--- src/rtl/sram_port_arbiter.sv ---
// Two-requester arbiter in front of a single-port SRAM macro sharing clk.
// Optional SRAM_ARB_RR_EN: round-robin tie-break instead of fixed A-priority.
module sram_port_arbiter (
    input  logic       clk,
    input  logic       rst,
    input  logic       req_a,
    input  logic       req_b,
    input  logic       we_a,
    input  logic       we_b,
    input  logic [9:0] addr_a,
    input  logic [9:0] addr_b,
    input  logic [7:0] wdata_a,
    input  logic [7:0] wdata_b,
    output logic       gnt_a,
    output logic       gnt_b,
    output logic       rvalid_a,
    output logic       rvalid_b,
    output logic [7:0] rdata_a,
    output logic [7:0] rdata_b,
    output logic       csb0,
    output logic       web0,
    output logic       wmask0,
    output logic [9:0] addr0,
    output logic [7:0] din0,
    input  logic [7:0] dout0
);

    typedef enum logic {IDLE, CMD} state_t;

    state_t     state_reg, state_next;
    logic       own_b_reg, own_b_next;
    logic       web0_reg, web0_next;
    logic [9:0] addr0_reg, addr0_next;
    logic [7:0] din0_reg, din0_next;

    logic       req_a_eff, req_b_eff;
    logic       pick_a, pick_b;

    logic       rd_s1_vld_reg;
    logic       rd_s1_own_reg;
    logic [1:0] rd_hit;

    // The grantee of the current command still holds req this edge; ignore it.
    assign req_a_eff = req_a & ~((state_reg == CMD) & ~own_b_reg);
    assign req_b_eff = req_b & ~((state_reg == CMD) &  own_b_reg);

`ifdef SRAM_ARB_RR_EN
    logic rr_ptr_reg, rr_ptr_next;

    // rr_ptr_reg = 0 points at A, 1 points at B.
    assign pick_a = req_a_eff & (~req_b_eff | ~rr_ptr_reg);
    assign pick_b = req_b_eff & ~pick_a;

    always_comb begin
        rr_ptr_next = rr_ptr_reg;
        if (pick_a) begin
            rr_ptr_next = 1'b1;
        end else if (pick_b) begin
            rr_ptr_next = 1'b0;
        end
    end

    always_ff @(posedge clk or posedge rst) begin
        if (rst) begin
            rr_ptr_reg <= 1'b0;
        end else begin
            rr_ptr_reg <= rr_ptr_next;
        end
    end
`else
    assign pick_a = req_a_eff;
    assign pick_b = req_b_eff & ~req_a_eff;
`endif

    // State register plus the command fields launched with it.
    always_ff @(posedge clk or posedge rst) begin
        if (rst) begin
            state_reg <= IDLE;
            own_b_reg <= 1'b0;
            web0_reg  <= 1'b1;
            addr0_reg <= '0;
            din0_reg  <= '0;
        end else begin
            state_reg <= state_next;
            own_b_reg <= own_b_next;
            web0_reg  <= web0_next;
            addr0_reg <= addr0_next;
            din0_reg  <= din0_next;
        end
    end

    // Next-state logic: any surviving request issues a command next cycle.
    always_comb begin
        state_next = IDLE;
        if (pick_a || pick_b) begin
            state_next = CMD;
        end
    end

    // Command field selection for the winner; fields hold while idle.
    always_comb begin
        own_b_next = own_b_reg;
        web0_next  = 1'b1;
        addr0_next = addr0_reg;
        din0_next  = din0_reg;
        if (pick_a) begin
            own_b_next = 1'b0;
            web0_next  = ~we_a;
            addr0_next = addr_a;
            din0_next  = wdata_a;
        end else if (pick_b) begin
            own_b_next = 1'b1;
            web0_next  = ~we_b;
            addr0_next = addr_b;
            din0_next  = wdata_b;
        end
    end

    // Moore outputs; csb0 follows the state so reset releases the SRAM at once.
    always_comb begin
        csb0  = 1'b1;
        web0  = 1'b1;
        gnt_a = 1'b0;
        gnt_b = 1'b0;
        if (state_reg == CMD) begin
            csb0  = 1'b0;
            web0  = web0_reg;
            gnt_a = ~own_b_reg;
            gnt_b =  own_b_reg;
        end
    end

    assign addr0  = addr0_reg;
    assign din0   = din0_reg;
    assign wmask0 = 1'b1;

    // Stage 1 of the owner pipeline: which requester's read is in the macro.
    always_ff @(posedge clk or posedge rst) begin
        if (rst) begin
            rd_s1_vld_reg <= 1'b0;
            rd_s1_own_reg <= 1'b0;
        end else begin
            rd_s1_vld_reg <= (state_reg == CMD) & web0_reg;
            rd_s1_own_reg <= own_b_reg;
        end
    end

    assign rd_hit = {rd_s1_vld_reg & rd_s1_own_reg, rd_s1_vld_reg & ~rd_s1_own_reg};

    // Stage 2: per-requester capture of dout0 and the rvalid pulse.
    genvar gi;
    generate
        for (gi = 0; gi < 2; gi++) begin : g_rd
            logic       rvalid_reg;
            logic [7:0] rdata_reg;

            always_ff @(posedge clk or posedge rst) begin
                if (rst) begin
                    rvalid_reg <= 1'b0;
                    rdata_reg  <= '0;
                end else begin
                    rvalid_reg <= rd_hit[gi];
                    if (rd_hit[gi]) begin
                        rdata_reg <= dout0;
                    end
                end
            end
        end
    endgenerate

    assign rvalid_a = g_rd[0].rvalid_reg;
    assign rvalid_b = g_rd[1].rvalid_reg;
    assign rdata_a  = g_rd[0].rdata_reg;
    assign rdata_b  = g_rd[1].rdata_reg;

endmodule
--- config.mk ---
export PLATFORM = sky130hd
export DESIGN_NAME = sram_port_arbiter
export DESIGN_NICKNAME = d
export VERILOG_FILES = /design/src/rtl/sram_port_arbiter.sv
export SDC_FILE = /design/constraint.sdc
export NUM_CORES = 1
export LEC_CHECK = 0
export ABC_AREA = 1
export BUFFER_PORTS_ARGS = -buffer_cell sky130_fd_sc_hd__clkbuf_2
export CAP_MARGIN = 20
export CORE_UTILIZATION = 46
export DETAILED_ROUTE_END_ITERATION = 12
export GPL_TIMING_DRIVEN = 0
export MAX_ROUTING_LAYER = met4
export PLACE_DENSITY = 0.79
export REMOVE_ABC_BUFFERS = 1
export SETUP_SLACK_MARGIN = 0.1
export SLEW_MARGIN = 15
export SYNTH_ARGS = -nofsm -noshare
export SYNTH_HDL_FRONTEND = slang
export SYNTH_SLANG_ARGS = --single-unit
--- constraint.sdc ---
create_clock -name clk -period 1.45 [get_ports clk]
set_input_delay 0.0725 -clock clk [delete_from_list [all_inputs] [get_ports clk]]
set_output_delay 0.0725 -clock clk [all_outputs]
set_load 0.05 [all_outputs]
==> results.ini <==
[critical_path]
r2r_slack_ns=0.22
critPathMaxFanout=4
arrival_ns=1.24
worstPathRequired_ns=1.38
path_class=reg2out
path_buf_inv=2
cp-end-kind=output port
critPathTopFamily=flip-flops
worstPathCellList=inv_1 -> or2_2 -> buf_4
max_stage_delay_ns=0.42
critPathLaunchType=flip-flop
cp_slowest_cell=dfrtp_1

[sta]
setup_viol=0
fin_crit_sh_pct=90.18
fmax_ghz=0.7647
slew-limit-headroom_pct=66.08
hold_viol_final=0
worstMarginPinSlew_ns=0.5088
skew_ns=0.008027
rsz0062_at_grt=true
drv_slew=0
fin_crit_ns=1.308

[global_routing]
grt_antenna_before_repair=0
grt_pass1_wl_microns=6285
first_global_vias=1431
grt_start_max_net_pins=24
grt_usage_pct=19.80
grt-ovfl-total=0

[yosys]
synth_top_area_share_pct=52.46
synth_cells=242
synth-seq-cells=41
netlist_area_sq_um=1908
synth_cell_types=20
yosysWarnings=0
synth.area.top_cells=dfrtp_1 52%, nand2_1 18%, inv_1 10%
synth_seq_area_share_pct=53.84
yosysTopAreaCell=dfrtp_1
avgSynthCellArea_sq_um=7.885

[finish]
largest_reg_flops=10
diodes=0
multi_input_area_sq_um=591.8
syn2layout_area_growth_pct=32.46
fillers=359
drive_gt1_share_pct=32.83
seq_area_sq_um=1027
final_cell_area_sq_um=2527
fin_nets=381

[status]
status=complete, but fails checks
failed_checks=DRC

[die]
start_util_pct=47.70
coreArea_sq_um=4000
rows=23
dieArea_sq_um=4410
die_x_microns=66.41
die_h_microns=66.41
ios=91

[clock_network]
clock_path_buffers=2
cts_buffers=5
insertion_delay_ns=0.30
cts.sinks=41
tritoncts=yes
clk_pin_slew_ns=0.08
post_cts_buffers=0
clock_tree.root_cell=clkbuf_8
cts.htree.levels=2

[detailed_routing]
drtPass1Iterations=8
dr_total_vias=1694
drcViolationCount=2
wl_per_cell_microns=10.16
antenna_left=0
drtIter0Drc=104
via_per_inst=4.435
wirelength_microns=3882

[place]
post_dp_cell_area_sq_um=2364
place.gp.congestion=0.7340
dpl.hpwl_microns=2890
io_buffers=89

[power_and_ir_drop]
irDropWorstVdd_v=0.0008483
p_per_area_nw_per_um2=2394
power_mw=6.049
p_leak_nw=1.576

[worst_hold_path]
min_path_type=in2reg

[flow_run]
max_cap_violations=0

[stage by stage]
stage               cells  setup slack, ns  util (%)  hold WS, ns  TNS, ns
global route          382          0.06942     63.18      0.02321        0
detailed placement    372           0.1008     59.09      0.08524        0
finish                382           0.1423     63.18      0.01774        0
global placement      371         -0.01184     58.40       0.2412  -0.4296
floorplan             232           0.2932         -       0.1498        0
CTS                   382           0.1039     63.06      0.01694        0
[report_power, final]
| part | switching (mW) | internal [mW] |
|---|---|---|
| combinational | 2.44 | 0.644 |
| sequential | 0.265 | 1.62 |
| clock | 0.391 | 0.684 |
| total | 3.10 | 2.95 |
[cells in the final DEF, fill, tap and decap left out]
cell / synthesis / routed
nand2_1: 90 / 90
clkbuf_2: 0 / 88
inv_1: 53 / 52
dfrtp_1: 40 / 40
o21ai_0: 31 / 31
clkbuf_8: 0 / 5
o21ai_1: 4 / 4
nand2_2: 4 / 3
nand2_4: 2 / 3
bufinv_16: 0 / 2
dlygate4sd3_1: 0 / 2
inv_4: 0 / 1
inv_8: 1 / 1
a21oi_1: 1 / 1
or2_1: 1 / 1
or2_2: 1 / 1
nand3_1: 1 / 1
inv_2: 1 / 1
conb_1: 1 / 1
clkinv_2: 0 / 1
buf_16: 0 / 1
buf_4: 2 / 1
dfstp_2: 1 / 1
[cell families (layout without fill, tap and decap cells)]
logic type	Yosys count	count (layout)	synth area share, %
other	1	1	0.1965
buffers and inverters	65	155	15.41
flip-flops	41	41	53.84
AND/OR/NAND/NOR	99	99	21.11
AO/OA/AOI/OAI	36	36	9.442
[worst min-delay path, delay by kind of cell]
family | cells | cell delay [ns]
buf+inv | 2 | 0.14
compound gates | 1 | 0.07
[path summary, 6_finish.rpt]
path,cells past startpoint,end,from
setup / recovery,3,web0,state_reg
hold / removal,3,rdata_a[3],dout0[3]
setup reg to reg,6,addr0[9],state_reg
hold reg to reg,0,rd_s1_own_reg,own_b_reg
max in group asynchronous,4,web0_reg,rst
min in group asynchronous,3,rdata_a[7],rst
[final cells by class]
type	instances	share of cell area (%)
Clock buffer	5	2.723
Clock inverter	3	2.574
Inverter	55	8.564
Multi-Input combinational cell	136	23.42
Sequential cell	41	40.64
Tap cell	50	2.475
Timing Repair Buffer	92	19.60
[Yosys cell counts]
library cell  count
inv_2             1
nand3_1           1
or2_1             1
nand2_4           2
clkbuf_1          2
buf_12            1
a21oi_1           1
inv_1            53
conb_1            1
or2_2             1
o21ai_0          31
o21ai_1           4
nand2_2           4
dfrtp_1          40
buf_4             2
buf_2             3
inv_8             1
dfstp_2           1
buf_6             2
nand2_1          90
[routing by layer]
metal | global-route usage, % | wire (microns)
met1 | 23.95 | 1684
met4 | 6.383 | 51
met2 | 31.38 | 1832
met5 | - | 0
met3 | 6.379 | 314
[timing repair]
item / 4_1_cts / 5_1_grt
hold endpoints to repair: 19 / 0
endpoints found under the setup margin: 3 / 10
pin swaps: 0 / 0
gates resized for setup: 2 / 2
cloned: 0 / 0
hold buffers: 2 / 0
(Power assumes the default switching activity.)
